`src/rtl/uart_rx_deframer.sv`:
```
// uart_rx_deframer
// Oversampling asynchronous serial receiver feeding the UART command FSM.
// Deframes start, 8 data bits (LSB first), optional parity and a stop bit,
// and delivers {frame_err, parity_err, data[7:0]} with a one-clock strobe.
// Errored characters are still delivered so the consumer can report them.
//
// Build option:
//   UART_RX_MAJORITY_EN - when defined, every bit is the 2-of-3 majority of
//   samples taken at scnt = OVS/2-2, OVS/2-1 and OVS/2, decided at OVS/2.
//   When undefined, a single sample is taken at scnt = OVS/2-1.

module uart_rx_deframer #(
   parameter int CLK_FREQ   = 50_000_000,
   parameter int BAUD       = 115200,
   parameter int OVS        = 16,
   parameter int PARITY_EN  = 1,
   parameter int PARITY_ODD = 0
) (
   input  logic       clk_i,
   input  logic       rst_i,
   input  logic       rx_i,
   output logic       rx_data_en_o,
   output logic [9:0] rx_data_r_o,
   output logic       busy_o
);

   // Tick divider: rounded ratio of clock to oversample rate, never below 1.
   localparam int TICK_RATE = BAUD * OVS;
   localparam int DIV_RAW   = (CLK_FREQ + TICK_RATE / 2) / TICK_RATE;
   localparam int DIV       = (DIV_RAW < 1) ? 1 : DIV_RAW;
   localparam int DIV_W     = (DIV > 1) ? $clog2(DIV) : 1;
   localparam logic [DIV_W-1:0] DIV_LAST = DIV_W'(DIV - 1);

   // Sample counter runs 0..OVS-1 within each bit period.
   localparam int SCNT_W = $clog2(OVS);
   localparam logic [SCNT_W-1:0] SCNT_LAST = SCNT_W'(OVS - 1);

`ifdef UART_RX_MAJORITY_EN
   localparam logic [SCNT_W-1:0] VOTE0_PT  = SCNT_W'(OVS / 2 - 2);
   localparam logic [SCNT_W-1:0] VOTE1_PT  = SCNT_W'(OVS / 2 - 1);
   localparam logic [SCNT_W-1:0] DECIDE_PT = SCNT_W'(OVS / 2);
`else
   localparam logic [SCNT_W-1:0] DECIDE_PT = SCNT_W'(OVS / 2 - 1);
`endif

   localparam logic PAR_ODD = (PARITY_ODD != 0);
   localparam logic PAR_EN  = (PARITY_EN != 0);

   // Receiver states.
   localparam logic [2:0] ST_IDLE  = 3'd0;
   localparam logic [2:0] ST_START = 3'd1;
   localparam logic [2:0] ST_DATA  = 3'd2;
   localparam logic [2:0] ST_PAR   = 3'd3;
   localparam logic [2:0] ST_STOP  = 3'd4;
   localparam logic [2:0] ST_BRK   = 3'd5;

   logic              rx_meta_q, rx_meta_d;
   logic              rx_s_q, rx_s_d;
   logic              rx_prev_q, rx_prev_d;
   logic [DIV_W-1:0]  div_cnt_q, div_cnt_d;
   logic [SCNT_W-1:0] scnt_q, scnt_d;
   logic [2:0]        state_q, state_d;
   logic [2:0]        bit_idx_q, bit_idx_d;
   logic [7:0]        shift_q, shift_d;
   logic              par_err_q, par_err_d;
   logic [9:0]        word_q, word_d;
   logic              en_q, en_d;

   logic              tick;
   logic              start_edge;
   logic              sample_pt;
   logic              bit_wrap;
   logic              bit_val;

   // Two-flop synchronizer plus one more stage remembering the previous value
   // of the synchronized line, used only for falling-edge detection.
   always_comb begin
      rx_meta_d = rx_i;
      rx_s_d    = rx_meta_q;
      rx_prev_d = rx_s_q;
   end

   // Falling edge seen while idle marks a candidate start bit.
   always_comb begin
      start_edge = (state_q == ST_IDLE) && rx_prev_q && !rx_s_q;
   end

   // Oversample tick generator; realigned on every start edge so the bit
   // centres sit at a fixed offset from the line transition.
   always_comb begin
      tick      = (div_cnt_q == DIV_LAST);
      div_cnt_d = div_cnt_q + DIV_W'(1);
      if (start_edge || tick) begin
         div_cnt_d = '0;
      end
   end

   // Decision and end-of-bit strobes derived from the sample counter.
   always_comb begin
      sample_pt = tick && (scnt_q == DECIDE_PT);
      bit_wrap  = tick && (scnt_q == SCNT_LAST);
   end

`ifdef UART_RX_MAJORITY_EN
   logic vote0_q, vote0_d;
   logic vote1_q, vote1_d;

   // Capture the two early samples; the third is the live synchronized line
   // at the decision tick, and the bit value is their 2-of-3 majority.
   always_comb begin
      vote0_d = vote0_q;
      vote1_d = vote1_q;
      if (tick && (scnt_q == VOTE0_PT)) begin
         vote0_d = rx_s_q;
      end
      if (tick && (scnt_q == VOTE1_PT)) begin
         vote1_d = rx_s_q;
      end
      bit_val = (vote0_q & vote1_q) | (vote0_q & rx_s_q) | (vote1_q & rx_s_q);
   end

   // Vote sample registers.
   always_ff @(posedge clk_i) begin
      if (rst_i) begin
         vote0_q <= 1'b0;
         vote1_q <= 1'b0;
      end else begin
         vote0_q <= vote0_d;
         vote1_q <= vote1_d;
      end
   end
`else
   // Single mid-bit sample straight from the synchronizer.
   always_comb begin
      bit_val = rx_s_q;
   end
`endif

   // Frame sequencer: walks start, data, parity and stop bits, builds the
   // output word and fires the strobe at the stop-bit decision point.
   always_comb begin
      state_d   = state_q;
      scnt_d    = scnt_q;
      bit_idx_d = bit_idx_q;
      shift_d   = shift_q;
      par_err_d = par_err_q;
      word_d    = word_q;
      en_d      = 1'b0;

      if (tick && (state_q != ST_IDLE)) begin
         scnt_d = (scnt_q == SCNT_LAST) ? '0 : scnt_q + SCNT_W'(1);
      end

      case (state_q)
         ST_IDLE: begin
            if (start_edge) begin
               state_d   = ST_START;
               scnt_d    = '0;
               bit_idx_d = '0;
               par_err_d = 1'b0;
            end
         end
         ST_START: begin
            if (sample_pt && bit_val) begin
               state_d = ST_IDLE;
               scnt_d  = '0;
            end else if (bit_wrap) begin
               state_d   = ST_DATA;
               bit_idx_d = '0;
            end
         end
         ST_DATA: begin
            if (sample_pt) begin
               shift_d[bit_idx_q] = bit_val;
            end
            if (bit_wrap) begin
               if (bit_idx_q == 3'd7) begin
                  bit_idx_d = '0;
                  state_d   = PAR_EN ? ST_PAR : ST_STOP;
               end else begin
                  bit_idx_d = bit_idx_q + 3'd1;
               end
            end
         end
         ST_PAR: begin
            if (sample_pt) begin
               par_err_d = bit_val ^ (^shift_q) ^ PAR_ODD;
            end
            if (bit_wrap) begin
               state_d = ST_STOP;
            end
         end
         ST_STOP: begin
            if (sample_pt) begin
               word_d  = {~bit_val, par_err_q, shift_q};
               en_d    = 1'b1;
               scnt_d  = '0;
               state_d = bit_val ? ST_IDLE : ST_BRK;
            end
         end
         ST_BRK: begin
            if (rx_s_q) begin
               state_d = ST_IDLE;
               scnt_d  = '0;
            end
         end
         default: begin
            state_d = ST_IDLE;
            scnt_d  = '0;
         end
      endcase
   end

   // State registers; a reset mid-frame drops the frame without a strobe.
   always_ff @(posedge clk_i) begin
      if (rst_i) begin
         rx_meta_q <= 1'b1;
         rx_s_q    <= 1'b1;
         rx_prev_q <= 1'b1;
         div_cnt_q <= '0;
         scnt_q    <= '0;
         state_q   <= ST_IDLE;
         bit_idx_q <= '0;
         shift_q   <= '0;
         par_err_q <= 1'b0;
         word_q    <= '0;
         en_q      <= 1'b0;
      end else begin
         rx_meta_q <= rx_meta_d;
         rx_s_q    <= rx_s_d;
         rx_prev_q <= rx_prev_d;
         div_cnt_q <= div_cnt_d;
         scnt_q    <= scnt_d;
         state_q   <= state_d;
         bit_idx_q <= bit_idx_d;
         shift_q   <= shift_d;
         par_err_q <= par_err_d;
         word_q    <= word_d;
         en_q      <= en_d;
      end
   end

   assign rx_data_en_o = en_q;
   assign rx_data_r_o  = word_q;
   assign busy_o       = (state_q != ST_IDLE);

endmodule

```
`config.mk`:
```
export PLATFORM = sky130hd
export DESIGN_NAME = uart_rx_deframer
export DESIGN_NICKNAME = d
export VERILOG_FILES = /design/src/rtl/uart_rx_deframer.sv
export SDC_FILE = /design/constraint.sdc
export NUM_CORES = 1
export LEC_CHECK = 0
export CORE_MARGIN = 2
export CORE_UTILIZATION = 55
export CTS_CLUSTER_SIZE = 28
export DETAILED_ROUTE_END_ITERATION = 10
export HOLD_SLACK_MARGIN = 0.06
export PLACE_DENSITY_LB_ADDON = 0.2
export SLEW_MARGIN = 20
export SYNTH_ARGS = -nofsm -noshare
export SYNTH_HDL_FRONTEND = slang
export SYNTH_SLANG_ARGS = --single-unit
```
`constraint.sdc`:
```
create_clock -name clk_i -period 2.53 [get_ports clk_i]
set_input_delay 0.759 -clock clk_i [delete_from_list [all_inputs] [get_ports clk_i]]
set_output_delay 0.759 -clock clk_i [all_outputs]
set_load 0.01 [all_outputs]
```
* After elaboration in Yosys (flattened, before gate mapping) *
Cells that the tools add are included.

cells by class
  eq/ne operators = 19
  reductions and logical operators = 22
  add/sub/neg operators = 3
  bitwise gates (word level) = 3
  muxes and demuxes = 30
  $lt $le $gt $ge = 2

operator list
  cell                                                                          number
  3-bit two-way mux                                                             14
  4-bit two-way mux                                                             6
  4-bit case mux with 5 select lines                                            1
  2-bit inequality test, second input constant                                  9
  3-bit case mux with 6 select lines                                            1
  3-bit equality test, second input constant                                    3
  3-bit case mux with 3 select lines                                            1
  8-bit bitwise mux                                                             1
  8-bit XOR reduction                                                           1
  1-bit logical AND                                                             7
  7-bit AND reduction                                                           1
  3-bit by 2-bit equality test with 1-bit output, second input constant         2
  3-bit nonzero test                                                            2
  2-bit OR reduction                                                            3
  5-bit by 1-bit adder with 5-bit output, second input constant                 1
  5-bit equality test, second input constant                                    1
  5-bit AND reduction                                                           1
  4-bit by 1-bit adder with 4-bit output, second input constant                 1
  4-bit by 3-bit equality test with 1-bit output, second input constant         1
  4-bit equality test, second input constant                                    1
  3-bit by 4-bit less-than comparator with 1-bit output, second input constant  1
  1-bit two-way mux                                                             4
  2-bit AND reduction                                                           2
  3-bit by 1-bit adder with 3-bit output, second input constant                 1
  other kinds (12)                                                              13

storage, ports and cells
  flip-flop bits (word level) = 38
  logic and storage cells = 90
  bits of input ports = 3

* Depth between registers and ports, before layout *
  word-level depth = 5
  mapped depth = 8
  depth with buffers taken out = 7

* Least setup slack after synthesis *
Ideal clock, no wire load.

  path kind = reg-to-reg
  from = register div_cnt_q[0]
  to = register shift_q[5]
  stages on the path, launching flop included = 8
  path slack = 0.683 ns
  period minus slack after synthesis = 1.847 ns
  required time = 2.402 ns
  setup time = 0.128 ns
  arrival time = 1.720 ns
  cells stage by stage = dfxtp_1 inv_1 ha_1 nand4b_1 or4_4 nor3b_2 mux2i_1 nor2_1

on the way
  longest elaborated chain between the ends = 3

RTL lines
  item                                  line  source
  from (decl)                           60    logic [DIV_W-1:0] div_cnt_q, div_cnt_d;
  from (signal assigned)                232   div_cnt_q <= div_cnt_d;
  5-bit equality test                   91    tick = (div_cnt_q == DIV_LAST);
  1-bit logical AND                     100   sample_pt = tick && (scnt_q == DECIDE_PT);
  2-bit AND reduction (no source line)  --
  to (signal assigned)                  236   shift_q <= shift_d;
  to (decl)                             64    logic [7:0] shift_q, shift_d;

No other way between the ends.
A chain may end at the register's enable or synchronous reset.

* Worst setup path after layout *
  from = register state_q[0]
  to = output busy_o

on the way
  longest elaborated chain between the ends = 1

RTL lines
  item                    line  source
  from (decl)             62    logic [2:0] state_q, state_d;
  from (signal assigned)  234   state_q <= state_d;
  3-bit nonzero test      245   assign busy_o = (state_q != ST_IDLE);
  to (decl)               24    output logic busy_o

No other way between the ends.

==> metrics <==
status=finished clean; Slew Viols, Final=0; WP data arrival=about 1.6 ns; H-tree Lvls=2; Placer Congestion=~0.84; routed vias=1,550; final period utilization=0.946; gate count of the mapped netlist=215; Synth Area in Simple Gates=0.242; Detail Placement HPWL=2710 um; Leakage Power=0.779 nW; worst-path fanout max=16; DR pass1 iterations=4; Synth Area in XOR/XNOR=0.0554; io pins=15; Filler Cell Count=320; PortBufs=14; num rows=21; pin count of the biggest net entering global routing=19; largest family of logic cells by synthesized area=simple AND/OR/NAND/NOR gates; CTS Root Cell=clkbuf_4; Hold Buf Count CTS=0; Netlist Area Pre-Place=roughly 1900 sq um; routed vias/inst=5.64; first-pass GRT wire length=6660 um; register area=roughly 760 sq um; post-synthesis mux area share=0.122; Tightest Hold Check Type=register to register; area of the multi-input gates=1040 sq um; YS warnings=0; worst relative slew slack=0.733; skew final=0.00968 ns; Post-DRT Antenna Nets=0; core area=3340 sq um; WP data required=1.77 ns; CP Launch Type=register; worst-margin pin slew=0.401 ns; Critical Setup Path Class=register to primary output; GR Util All Layers=0.212; setup_tns=0 ns; CTS tree=built; Post CTS Setup Buffer Count=0; asr flop ratio synth=0; initial antenna violation count=0; clock-pin slew on the worst setup and hold paths=0.12 ns; Compound-Gate Fraction of Synth Area=0.0982; antenna diode count=0; Max Cap Violations=0; syn_area_per_cell=8.83 sq um; largest area contributor in the netlist=dfxtp_1; Synth Area in Adders=0.0330; die width=62.7 um; Final Critical Period=2.39 ns; Setup violations, final=0; Congestion Overflow GR=0; EDFF count, synth=0; Post-route DRC=0; Syn Nets=223; # nets final=236; Area Growth Syn to Fin=12.6%; Design Power=1.05 mW; ys flop type=dfxtp_1; RSZ-0062 raised after global routing=false; FF+latch count, synth=38; routed wire length per instance=13.8 um; Worst setup EP type=primary output; vias in the first global route=1,494; sequential fraction of the synthesis area=0.401; Die ar.=3940 sq um; Skew-Pair Late Insertion Delay=0.35 ns; Synth top area share=0.401; initial core utilization=0.569; CTS Buffer Depth=2; Routed WL=3810 um; Initial DRC Count=about 130; maximum vdd ir drop=0.384 mV; Yosys cell types=43; Fmax achieved=0.418 GHz; clk sinks=38; PD cells=around 490 nW/um^2; Hold Violations, Final=0; ranking of synthesized cells by area=dfxtp_1, mux2i_1, nor2_1, xnor2_1, ha_1; fraction of layout cells with a size suffix above 1=0.105; total CTS buffers=5; height of the die=62.7 um
layout make-up:
cell class                 count  area share
inverter                       6      0.0105
tap                           46      0.0269
multi-input combinational    157       0.489
sequential                    38       0.357
clock buffer                   6      0.0240
clock inverter                 2     0.00585
timing repair buffer          20      0.0867
power breakdown:
group	total (mW)	switching, mW	internal (mW)	leakage, nW
logic	0.0845	0.0454	0.0391	0.436
registers	0.628	0.0194	0.609	0.308
clock network	0.336	0.202	0.134	0.0343
final timing paths:
kind | start | to | slack, ns | depth (start not counted)
setup reg to reg | scnt_q[0] | shift_q[5] | 0.46 | 6
setup / recovery | state_q[0] | busy_o | 0.14 | 2
hold / removal | rx_meta_q | bit_val | 0.42 | 1
hold reg to reg | rx_meta_q | bit_val | 0.42 | 1
registers in the layout, summed over array words and instances, names as in the netlist, 3 cells and up:
name         cells
shift_q          8
state_q          3
scnt_q           4
rx_data_r_o     10
div_cnt_q        5
bit_idx_q        3
worst max-delay path, cell delays in order (launching register included):
cell and delay, ns:
dfxtp_2 0.42, or3_1 0.38, clkdlybuf4s50_1 0.49
cells in the mapped netlist, types with 2 or more instances:
| library cell | instances |
|---|---|
| buf_4 | 2 |
| or2_2 | 3 |
| nand3b_1 | 4 |
| and2_1 | 3 |
| nand2b_1 | 3 |
| xnor2_1 | 8 |
| a21oi_1 | 10 |
| nor2b_1 | 2 |
| xor2_1 | 4 |
| dfxtp_1 | 38 |
| and3_1 | 2 |
| or3_1 | 5 |
| a31oi_1 | 2 |
| inv_1 | 6 |
| o21ai_0 | 8 |
| nor2_1 | 34 |
| nor3b_2 | 2 |
| clkbuf_1 | 9 |
| ha_1 | 5 |
| o31ai_1 | 2 |
| mux2i_1 | 22 |
| nand2_1 | 10 |
| nor3_1 | 5 |
| nand3_1 | 7 |
cell usage in the layout (no fill, tap or decap), drive strengths merged, types with 3 or more instances in the layout:
| cell | n |
|---|---|
| dfxtp | 38 |
| nor2 | 34 |
| mux2i | 22 |
| clkdlybuf4s50 | 14 |
| nand2 | 10 |
| a21oi | 10 |
| o21ai | 8 |
| xnor2 | 8 |
| nand3 | 7 |
| inv | 6 |
| buf | 6 |
| clkbuf | 6 |
| or3 | 5 |
| nor3 | 5 |
| ha | 5 |
| nand3b | 4 |
| xor2 | 4 |
| nand2b | 3 |
| and2 | 3 |
| or2 | 3 |
kinds of logic after synthesis:
kind of cell / after synthesis
xor gates and xnor gates: 12
AOI/OAI and AO/OA: 30
DFF: 38
buffers and inverters: 20
adders and majority gates: 5
muxes: 23
and+or+nand+nor: 87
through the flow:
stage          std cells  setup WS [ns]  utilization  instance area, sq um  hold WS [ns]
2_1_floorplan        215          0.683            -                  1900         0.389
3_3_place_gp         267          0.457        0.621                  2070         0.392
3_5_place_dp         267          0.370        0.621                  2070         0.394
4_1_cts              275         0.0302        0.640                  2130         0.435
5_1_grt              275         0.0869        0.640                  2140         0.437
6_report             275          0.137        0.640                  2140         0.417
layer usage:
metal  track usage  share of wire  up-vias
met4        0.0889          0.020        0
met5             0              0        -
met2         0.351           0.49       35
li1              -              -      764
met1         0.260           0.44      742
met3        0.0577          0.048        9
timing repair:
action | CTS | global route
endpoints found under the hold margin | 0 | 0
gates resized for setup | 0 | 2
endpoints found under the setup margin | 0 | 1
No activity file was read; power rests on OpenSTA's default activity.
